===== config.mk =====
export PLATFORM = sky130hd
export DESIGN_NAME = i2c_arb_flat
export DESIGN_NICKNAME = d
export VERILOG_FILES = /design/src/rtl/i2c_arb_if.sv /design/src/rtl/i2c_arb.sv /design/src/flat_wrapper.sv
export SDC_FILE = /design/constraint.sdc
export NUM_CORES = 1
export LEC_CHECK = 0
export ABC_AREA = 1
export CAP_MARGIN = 20
export CORE_UTILIZATION = 44
export DETAILED_ROUTE_END_ITERATION = 10
export PLACE_DENSITY = 0.86
export SLEW_MARGIN = 20
export SYNTH_ARGS = -nofsm -noshare
export SYNTH_HDL_FRONTEND = slang
export SYNTH_SLANG_ARGS = --single-unit

===== constraint.sdc =====
create_clock -name clk -period 2.3 [get_ports clk]
set_input_delay 0.46 -clock clk [delete_from_list [all_inputs] [get_ports clk]]
set_output_delay 0.46 -clock clk [all_outputs]
set_load 0.1 [all_outputs]

===== src/rtl/i2c_arb_if.sv =====
// i2c_arb_if: requester-side and shared-master-side signals of the i2c_arb arbiter
interface i2c_arb_if;
  logic        req0_start, req1_start;
  logic [3:0]  req0_type, req1_type;
  logic [31:0] req0_cmd, req1_cmd;
  logic        req0_status, req1_status;
  logic [15:0] req0_rd_data, req1_rd_data;
  logic        m_start;
  logic [3:0]  m_type;
  logic [31:0] m_cmd;
  logic        m_status;
  logic [15:0] m_rd_data;
  logic [1:0]  gnt;
  logic        timeout_flag;
  modport slave (
    input  req0_start, req1_start, req0_type, req1_type, req0_cmd, req1_cmd, m_status, m_rd_data,
    output req0_status, req1_status, req0_rd_data, req1_rd_data, m_start, m_type, m_cmd, gnt, timeout_flag
  );
  modport master (
    output req0_start, req1_start, req0_type, req1_type, req0_cmd, req1_cmd, m_status, m_rd_data,
    input  req0_status, req1_status, req0_rd_data, req1_rd_data, m_start, m_type, m_cmd, gnt, timeout_flag
  );
endinterface


===== src/rtl/i2c_arb.sv =====
// i2c_arb: round-robin arbiter sharing one I2C master between two requesters; ack timeout enabled by I2C_ARB_TIMEOUT_EN
module i2c_arb #(
  parameter int TIMEOUT_CYCLES = 4000
) (
  input logic      clk,
  input logic      n_reset,
  i2c_arb_if.slave bus
);
  typedef enum logic [1:0] {IDLE, ISSUE, BUSY, ABORT} state_t;
  state_t      state_q, state_d;
  logic        m_start_q, m_start_d;
  logic [3:0]  m_type_q, m_type_d;
  logic [31:0] m_cmd_q, m_cmd_d;
  logic [1:0]  status_q, status_d, gnt_q, gnt_d, armed_q, armed_d;
  logic [15:0] rd0_q, rd0_d, rd1_q, rd1_d;
  logic        last_q, last_d;
  logic [1:0]  start, want, own;
  logic        win;
`ifdef I2C_ARB_TIMEOUT_EN
  localparam int CW = $clog2(TIMEOUT_CYCLES + 1);
  logic [CW-1:0] cnt_q, cnt_d;
  logic          tflag_q, tflag_d;
  assign bus.timeout_flag = tflag_q;
`else
  assign bus.timeout_flag = 1'b0;
`endif
  assign start = {bus.req1_start, bus.req0_start};
  assign want  = start & armed_q;
  assign win   = (want[0] & want[1]) ? ~last_q : want[1];
  assign own   = last_q ? 2'b10 : 2'b01;
  assign bus.m_start      = m_start_q;
  assign bus.m_type       = m_type_q;
  assign bus.m_cmd        = m_cmd_q;
  assign bus.gnt          = gnt_q;
  assign bus.req0_status  = status_q[0];
  assign bus.req1_status  = status_q[1];
  assign bus.req0_rd_data = rd0_q;
  assign bus.req1_rd_data = rd1_q;
  // next-state: grant in IDLE, wait for ack in ISSUE, wait for done in BUSY, two-cycle error pulse in ABORT
  always_comb begin
    state_d   = state_q;
    m_start_d = m_start_q;
    m_type_d  = m_type_q;
    m_cmd_d   = m_cmd_q;
    status_d  = status_q;
    gnt_d     = gnt_q;
    rd0_d     = rd0_q;
    rd1_d     = rd1_q;
    last_d    = last_q;
    armed_d   = armed_q | ~start;
`ifdef I2C_ARB_TIMEOUT_EN
    cnt_d     = cnt_q;
    tflag_d   = tflag_q;
`endif
    case (state_q)
      IDLE: if (!bus.m_status && |want) begin
        state_d   = ISSUE;
        m_start_d = 1'b1;
        last_d    = win;
        m_type_d  = win ? bus.req1_type : bus.req0_type;
        m_cmd_d   = win ? bus.req1_cmd : bus.req0_cmd;
        gnt_d     = win ? 2'b10 : 2'b01;
`ifdef I2C_ARB_TIMEOUT_EN
        cnt_d     = '0;
`endif
      end
      ISSUE: if (bus.m_status) begin
        state_d   = BUSY;
        m_start_d = 1'b0;
        status_d  = own;
      end
`ifdef I2C_ARB_TIMEOUT_EN
      else if (cnt_q == CW'(TIMEOUT_CYCLES - 1)) begin
        state_d   = ABORT;
        m_start_d = 1'b0;
        status_d  = own;
        rd0_d     = own[0] ? 16'hFFFF : rd0_q;
        rd1_d     = own[1] ? 16'hFFFF : rd1_q;
        tflag_d   = 1'b1;
        cnt_d     = '0;
      end else
        cnt_d = cnt_q + 1'b1;
`endif
      BUSY: if (!bus.m_status) begin
        state_d  = IDLE;
        status_d = 2'b00;
        gnt_d    = 2'b00;
        armed_d  = armed_d & ~own;
        rd0_d    = own[0] ? bus.m_rd_data : rd0_q;
        rd1_d    = own[1] ? bus.m_rd_data : rd1_q;
`ifdef I2C_ARB_TIMEOUT_EN
        tflag_d  = 1'b0;
`endif
      end
`ifdef I2C_ARB_TIMEOUT_EN
      ABORT: if (cnt_q == '0)
        cnt_d = CW'(1);
      else begin
        state_d  = IDLE;
        status_d = 2'b00;
        gnt_d    = 2'b00;
        armed_d  = armed_d & ~own;
      end
`endif
      default: state_d = IDLE;
    endcase
  end
  // state register with synchronous active-low reset; reset arms both requesters and favours req0
  always_ff @(posedge clk) begin
    if (!n_reset) begin
      state_q   <= IDLE;
      m_start_q <= 1'b0;
      m_type_q  <= '0;
      m_cmd_q   <= '0;
      status_q  <= '0;
      gnt_q     <= '0;
      rd0_q     <= '0;
      rd1_q     <= '0;
      last_q    <= 1'b1;
      armed_q   <= 2'b11;
`ifdef I2C_ARB_TIMEOUT_EN
      cnt_q     <= '0;
      tflag_q   <= 1'b0;
`endif
    end else begin
      state_q   <= state_d;
      m_start_q <= m_start_d;
      m_type_q  <= m_type_d;
      m_cmd_q   <= m_cmd_d;
      status_q  <= status_d;
      gnt_q     <= gnt_d;
      rd0_q     <= rd0_d;
      rd1_q     <= rd1_d;
      last_q    <= last_d;
      armed_q   <= armed_d;
`ifdef I2C_ARB_TIMEOUT_EN
      cnt_q     <= cnt_d;
      tflag_q   <= tflag_d;
`endif
    end
  end
endmodule


===== src/flat_wrapper.sv =====
// flat-port wrapper written by rule: the top's interface ports become plain ports
module i2c_arb_flat 
#(
  parameter int TIMEOUT_CYCLES = 4000
)
  (clk, n_reset, bus_req0_start, bus_req1_start, bus_req0_type, bus_req1_type, bus_req0_cmd, bus_req1_cmd, bus_m_status, bus_m_rd_data, bus_req0_status, bus_req1_status, bus_req0_rd_data, bus_req1_rd_data, bus_m_start, bus_m_type, bus_m_cmd, bus_gnt, bus_timeout_flag);
  i2c_arb_if bus_i ();
  input logic clk;
  input logic n_reset;
  input wire logic [$bits(bus_i.req0_start)-1:0] bus_req0_start;
  input wire logic [$bits(bus_i.req1_start)-1:0] bus_req1_start;
  input wire logic [$bits(bus_i.req0_type)-1:0] bus_req0_type;
  input wire logic [$bits(bus_i.req1_type)-1:0] bus_req1_type;
  input wire logic [$bits(bus_i.req0_cmd)-1:0] bus_req0_cmd;
  input wire logic [$bits(bus_i.req1_cmd)-1:0] bus_req1_cmd;
  input wire logic [$bits(bus_i.m_status)-1:0] bus_m_status;
  input wire logic [$bits(bus_i.m_rd_data)-1:0] bus_m_rd_data;
  output wire logic [$bits(bus_i.req0_status)-1:0] bus_req0_status;
  output wire logic [$bits(bus_i.req1_status)-1:0] bus_req1_status;
  output wire logic [$bits(bus_i.req0_rd_data)-1:0] bus_req0_rd_data;
  output wire logic [$bits(bus_i.req1_rd_data)-1:0] bus_req1_rd_data;
  output wire logic [$bits(bus_i.m_start)-1:0] bus_m_start;
  output wire logic [$bits(bus_i.m_type)-1:0] bus_m_type;
  output wire logic [$bits(bus_i.m_cmd)-1:0] bus_m_cmd;
  output wire logic [$bits(bus_i.gnt)-1:0] bus_gnt;
  output wire logic [$bits(bus_i.timeout_flag)-1:0] bus_timeout_flag;
  assign bus_i.req0_start = bus_req0_start;
  assign bus_i.req1_start = bus_req1_start;
  assign bus_i.req0_type = bus_req0_type;
  assign bus_i.req1_type = bus_req1_type;
  assign bus_i.req0_cmd = bus_req0_cmd;
  assign bus_i.req1_cmd = bus_req1_cmd;
  assign bus_i.m_status = bus_m_status;
  assign bus_i.m_rd_data = bus_m_rd_data;
  assign bus_req0_status = bus_i.req0_status;
  assign bus_req1_status = bus_i.req1_status;
  assign bus_req0_rd_data = bus_i.req0_rd_data;
  assign bus_req1_rd_data = bus_i.req1_rd_data;
  assign bus_m_start = bus_i.m_start;
  assign bus_m_type = bus_i.m_type;
  assign bus_m_cmd = bus_i.m_cmd;
  assign bus_gnt = bus_i.gnt;
  assign bus_timeout_flag = bus_i.timeout_flag;
  i2c_arb #(.TIMEOUT_CYCLES(TIMEOUT_CYCLES)) u_core (.clk(clk), .n_reset(n_reset), .bus(bus_i));
endmodule

==> results.py, run 1 <==
metrics = {
    "clock_tree": {
        "cts_resized": 0,
        "cts_buffers": 9,
        "cts_hold_buf": 0,
        "cts_tree": "done",
        "post-cts-setup-buffer-count": 0,
        "cts.sinks": 78,
        "max-clock-path-buffers": 2,
        "root_buffer": "clkbuf_8",
        "clk_pin_slew_ns": 0.09,
        "h-tree-depth": 3,
        "insertion_delay_ns": 0.35,
    },
    "synth": {
        "yosys.cell_types.count": 19,
        "yosys.area_share.simple_pct": 31.4,
        "synth_seq_cells": 78,
        "synth-compound-area-share_pct": 11.0,
        "yosysWarnings": 0,
        "synthAdderAreaFrac_pct": 0,
        "synth.cell_area_mm2": 0.00356,
        "synth_nets": 602,
        "synth_seq_area_share_pct": 43.8,
        "synth-xor-area-share_pct": 0,
        "muxShareOfSynthArea_pct": 0,
        "synth_top_family_by_area": "simple AND/OR/NAND/NOR gates",
        "syn_area_per_cell_um2": 7.00,
        "netlist_instances": 509,
    },
    "cells_and_area": {
        "fin_area_mm2": 0.00527,
        "n_antenna_cell": 0,
        "drive_above_1_share_pct": 18.1,
        "final_nets": 755,
        "final_core_util_pct": 67.9,
        "area_delta_synth_final_pct": 48.0,
        "final_cell_mix": "117 x nand2_1, 92 x clkdlybuf4s50_1, 82 x nand3_1",
        "final_common_cell": "nand2_1",
    },
    "critical_path": {
        "arrival_ns": 1.91,
        "r2r_slack_ns": 0.91,
        "cp-end-kind": "register",
        "reg2reg_to": "u_core.bus.m_cmd[0]$_SDFFE_PN0P_",
        "reg2reg_from": "u_core.armed_q[1]$_SDFF_PN1_",
        "worst_ep_required_time_ns": 2.54,
        "crit_path_max_fanout": 39,
        "crit_start": "bus_req1_start",
        "cp_num_buf_inv": 3,
        "crit_path_start_kind": "input pin",
        "reg2reg_depth": 8,
        "cp.depth": 9,
        "path_common_cell": "nand2_1",
        "path_class": "input pin to register",
        "slowest_stage": "clkdlybuf4s50_1",
        "path_cells": "clkdlybuf4s50_1, nand2_1, inv_2, nand2_1, buf_12, nand2_1, nand2_1, nor2_1, nor2_1",
        "crit_family": "buffers and inverters",
        "crit_end": "u_core.bus.m_cmd[0]$_SDFFE_PN0P_",
        "cpPeakStageDelay_ns": 0.48,
    },
    "detailed_routing": {
        "wl_per_cell_um": 12.8,
        "ant_nets": 0,
        "drt_iter0_markers": 119,
        "vias": 3798,
        "drc": 0,
        "totalWireLength_um": 9850,
        "drtPass1Iterations": 4,
        "viasPerCell": 4.94,
    },
    "min_path": {
        "hold_class": "register to register",
    },
    "global_route": {
        "grt_max_degree": 49,
        "grt_pass1_wl_um": 16100,
        "antenna_found_initial": 0,
        "gr-usage-all-layers_pct": 23.6,
        "grt_overflow": 0,
        "grt_pass1_vias": 3648,
    },
    "power": {
        "switching_share_pct": 38.0,
        "seqPwrFrac_pct": 41.9,
        "power_frac_comb_pct": 30.1,
        "p_sw_w": 0.00132,
        "pwr_density_cell_mw_per_mm2": 658,
        "vdd_drop_max_mv": 0.326,
        "p_int_w": 0.00215,
        "pwr-share-clk_pct": 28.0,
        "p_leak_nw": 2.43,
    },
    "floorplanning": {
        "die-area_mm2": 0.00846,
        "die_h_um": 92.0,
        "ios": 167,
        "die_w_um": 92.0,
        "initial_core_util_pct": 45.9,
        "rows": 32,
        "coreArea_mm2": 0.00777,
    },
    "placed_design": {
        "dp_hpwl_um": 7190,
        "globalplace.congestion": 0.766,
        "placed_area_mm2": 0.00508,
        "port_buffers": 165,
    },
    "timing": {
        "tns_ns": 0,
        "setup_viol": 0,
        "max_freq_mhz": 598,
        "rsz0062_at_grt": "no",
        "period_minus_slack_ns": 1.67,
        "fin_crit_sh_pct": 72.7,
        "final_hold_viol_count": 0,
        "clock_skew_ns": 0.0102,
        "finalMaxSlewViolations": 0,
    },
    "job": {
        "drv_cap": 0,
    },
    "outcome": {
        "status": "complete, no violations",
    },
}
[cells by family (layout without fill, tap and decap cells)]
family | count (synthesis) | after routing
buffers and inverters | 108 | 266
flip-flops | 78 | 78
AND/OR/NAND/NOR | 244 | 244
AO/OA/AOI/OAI | 78 | 78
other | 1 | 1
[synth_stat cells (all sizes together)]
cell	instances	area share, %
nand2	121	13
nand3	93	15
dfxtp	78	44
inv	74	7.8
a21oi	66	9.3
nor2	30	3.6
buf	24	4.8
o21ai	11	1.5
clkbuf	10	1.1
conb	1	0.11
o211ai	1	0.21
[sequential cells by signal, summed over array words and instances, names as in the netlist]
name	count
u_core.bus.m_start	1
u_core.bus.m_type	4
u_core.armed_q	2
u_core.bus.gnt	2
u_core.bus.m_cmd	32
u_core.last_q	1
u_core.bus.req1_rd_data	16
u_core.bus.req0_rd_data	16
u_core.state_q	2
u_core.status_q	2
[routing by layer]
metal / up-vias / track usage, % / wire length [µm]
li1: 1908 / - / -
met1: 1741 / 27.2 / 4000
met2: 139 / 42.4 / 5060
met3: 10 / 5.39 / 691
met4: 0 / 8.85 / 99
met5: - / 0 / 0
[worst reg2reg max path, stage by stage (launching register included)]
cell and delay (ns):
dfxtp_1 0.33, nand2_1 0.08, inv_2 0.22, nand2_1 0.16, buf_12 0.20, nand2_1 0.09, nand2_1 0.05, nor2_1 0.12
nor2_1 0.06
[power groups by stage]
stage	Sequential, W	Combinational (W)	Clock, W
global placement	0.00148	0.00103	0
CTS	0.00145	0.00105	0.000995
floorplan	0.00191	0.000285	0
finish	0.00145	0.00104	0.000972
global route	0.00146	0.00110	0.00106
detailed placement	0.00148	0.00105	0
[stage by stage]
step                power [W]  hold WS, ns  cells  worst slack [ns]
floorplan             0.00220        0.447    509             0.915
global placement      0.00251        0.450    753             0.351
detailed placement    0.00253        0.456    753             0.267
CTS                   0.00350        0.469    769             0.634
global route          0.00362        0.482    769             0.506
finish                0.00347        0.468    769             0.627
[layout make-up]
type,count,area [µm²]
Clock inverter,7,66.3
Sequential cell,78,1560
Clock buffer,9,124
Fill cell,670,2490
Multi-Input combinational cell,323,1510
Inverter,74,278
Timing Repair Buffer,176,1600
Tap cell,102,128
[worst min-delay path by stage]
stage | from | endpoint | slack (ns) | cells after the start
after global placement | u_core.bus.req1_rd_data[5]$_SDFFE_PN0P_ | u_core.bus.req1_rd_data[5]$_SDFFE_PN0P_ | 0.45 | 2
after global routing | u_core.bus.m_cmd[7]$_SDFFE_PN0P_ | u_core.bus.m_cmd[7]$_SDFFE_PN0P_ | 0.48 | 2
after floorplan | u_core.armed_q[1]$_SDFF_PN1_ | u_core.armed_q[1]$_SDFF_PN1_ | 0.45 | 2
final | u_core.bus.req0_rd_data[8]$_SDFFE_PN0P_ | u_core.bus.req0_rd_data[8]$_SDFFE_PN0P_ | 0.47 | 2
after detailed placement | u_core.bus.req0_rd_data[4]$_SDFFE_PN0P_ | u_core.bus.req0_rd_data[4]$_SDFFE_PN0P_ | 0.46 | 2
after CTS | u_core.bus.req0_rd_data[4]$_SDFFE_PN0P_ | u_core.bus.req0_rd_data[4]$_SDFFE_PN0P_ | 0.47 | 2
No activity file was read; power rests on OpenSTA's default activity.
==> inputs of run 2 (changes only) <==
Settings changed: CORE_UTILIZATION 44 to 37, PLACE_DENSITY 0.86 to 0.77.
Clock period 2.3 ns to 1.4 ns, I/O delays scaled along.
==> run 2 against run 1 <==
Compared with the run above: critical endpoint is now u_core.bus.m_cmd[17]$_SDFFE_PN0P_; critical path type is now register to register; final cell count up 5.2%; power is 79% higher; largest cell class unchanged; clock-buffer cell count rose by 2; non-clock buffer count increased by 13; flip-flop and latch count stayed put; clock power grew 70%; worst setup slack worse by 0.59 ns; global-route usage shrank 2.3 points; clock skew is 0.0025 ns higher.
==> results.py, run 2 (same netlist as run 1, synthesis figures left out) <==
metrics = {
    "outcome": {
        "status": "complete, no violations",
    },
    "timing": {
        "setup_viol": 0,
        "fin_crit_sh_pct": 97.4,
        "finalMaxSlewViolations": 0,
        "final_hold_viol_count": 0,
        "period_minus_slack_ns": 1.36,
        "clock_skew_ns": 0.0127,
        "max_freq_mhz": 733,
    },
    "detailed_routing": {
        "ant_nets": 0,
        "drt_iter0_markers": 150,
        "vias": 3917,
        "viasPerCell": 4.84,
        "wl_per_cell_um": 13.9,
        "totalWireLength_um": 11200,
        "drtPass1Iterations": 5,
        "drc": 0,
    },
    "power": {
        "p_leak_nw": 2.79,
        "vdd_drop_max_mv": 0.563,
        "pwr_density_cell_mw_per_mm2": 952,
    },
    "global_route": {
        "antenna_found_initial": 0,
        "grt_max_degree": 37,
        "grt_pass1_wl_um": 17000,
        "grt_pass1_vias": 3758,
        "gr-usage-all-layers_pct": 21.3,
        "grt_overflow": 0,
    },
    "min_path": {
        "hold_depth": 4,
        "hold_class": "input pin to register",
        "hp-start": "bus_req0_start",
        "min_to": "u_core.armed_q[0]$_SDFF_PN1_",
    },
    "clock_tree": {
        "h-tree-depth": 3,
        "cts_tree": "done",
        "cts.sinks": 78,
        "root_buffer": "clkbuf_8",
        "clk_pin_slew_ns": 0.08,
        "cts_buffers": 9,
        "insertion_delay_ns": 0.34,
        "max-clock-path-buffers": 2,
    },
    "critical_path": {
        "reg2reg_depth": 8,
        "crit_path_start_kind": "register",
        "reg2reg_from": "u_core.armed_q[1]$_SDFF_PN1_",
        "r2r_slack_ns": 0.04,
        "arrival_ns": 1.63,
        "reg2reg_to": "u_core.bus.m_cmd[17]$_SDFFE_PN0P_",
        "worst_ep_required_time_ns": 1.66,
        "path_class": "register to register",
        "cp-end-kind": "register",
        "crit_path_max_fanout": 7,
    },
    "floorplanning": {
        "die_w_um": 100,
        "rows": 35,
        "ios": 167,
        "coreArea_mm2": 0.00928,
        "die_h_um": 100,
        "initial_core_util_pct": 38.4,
        "die-area_mm2": 0.0100,
    },
    "placed_design": {
        "dp_hpwl_um": 7850,
        "placed_area_mm2": 0.00612,
        "port_buffers": 165,
        "globalplace.congestion": 0.763,
    },
    "job": {
        "drv_cap": 0,
    },
    "cells_and_area": {
        "final_common_cell": "nand2_1",
        "fin_area_mm2": 0.00653,
        "n_antenna_cell": 0,
        "final_cell_mix": "114 x nand2_1, 89 x clkdlybuf4s50_1, 82 x buf_12",
        "final_nets": 768,
        "final_core_util_pct": 70.3,
        "drive_above_1_share_pct": 22.1,
        "largest_reg_flops": 32,
        "area_delta_synth_final_pct": 83.3,
    },
}
==> run 2: how the worst max path moves through the flow <==
stage                                     start                                 to  slack [ns]  cells after the start
2_1_floorplan  u_core.bus.m_cmd[0]$_SDFFE_PN0P_   u_core.bus.m_cmd[0]$_SDFFE_PN0P_        0.11                      2
3_3_place_gp                     bus_req0_start  u_core.bus.m_cmd[11]$_SDFFE_PN0P_       -0.23                      8
3_5_place_dp                     bus_req0_start  u_core.bus.m_cmd[26]$_SDFFE_PN0P_       -0.31                      8
4_1_cts                          bus_req0_start  u_core.bus.m_cmd[26]$_SDFFE_PN0P_        0.07                      8
5_1_grt            u_core.armed_q[1]$_SDFF_PN1_  u_core.bus.m_type[3]$_SDFFE_PN0P_       -0.04                      8
6_report           u_core.armed_q[1]$_SDFF_PN1_  u_core.bus.m_cmd[17]$_SDFFE_PN0P_        0.04                      8
==> run 2: power breakdown <==
group          internal (W)  leakage (nW)  switching, W
combinational      0.000870          2.06       0.00125
clock              0.000829        0.0935      0.000820
sequential          0.00232         0.635      0.000116
total               0.00402          2.79       0.00219
==> run 2: metal layers <==
layer / track usage (%) / vias to the layer above / wire (µm)
li1: - / 1935 / -
met1: 24.6 / 1789 / 4590
met2: 37.4 / 171 / 5550
met3: 5.36 / 22 / 833
met4: 8.92 / 0 / 253
met5: 0 / - / 0
==> run 2: repair_timing <==
| action | in CTS | in global routing |
|---|---|---|
| gates resized for setup | 0 | 22 |
| setup buffers | 0 | 2 |
| setup endpoints to repair | 0 | 26 |
| endpoints found under the hold margin | 0 | 0 |
| hold buffers | 0 | 0 |
==> run 2: worst max-delay path, stage by stage, from the launching register on <==
cell	delay, ns
dfxtp_2	0.34
nand2_2	0.07
nand2_2	0.09
inv_2	0.05
nor2_4	0.21
buf_12	0.17
buf_6	0.15
nand3_2	0.06
a21oi_1	0.14
==> run 2: area by class of cell <==
class | instances | area (µm²)
clock buffer | 11 | 131
multi-input combinational | 323 | 1580
timing repair buffer | 189 | 2760
tap | 129 | 161
fill | 689 | 2750
inverter | 74 | 278
sequential | 78 | 1560
clock inverter | 5 | 60.1
==> run 2: metrics by stage <==
step	hold slack, ns	setup TNS, ns	setup WS [ns]	std cells	total power, W
6_report	0.286	0	0.0366	809	0.00621
5_1_grt	0.321	-0.571	-0.0367	809	0.00647
4_1_cts	0.487	0	0.0675	802	0.00614
3_5_place_dp	0.463	-17.50	-0.306	786	0.00451
3_3_place_gp	0.460	-14.15	-0.230	786	0.00447
2_1_floorplan	0.404	0	0.115	509	0.00361
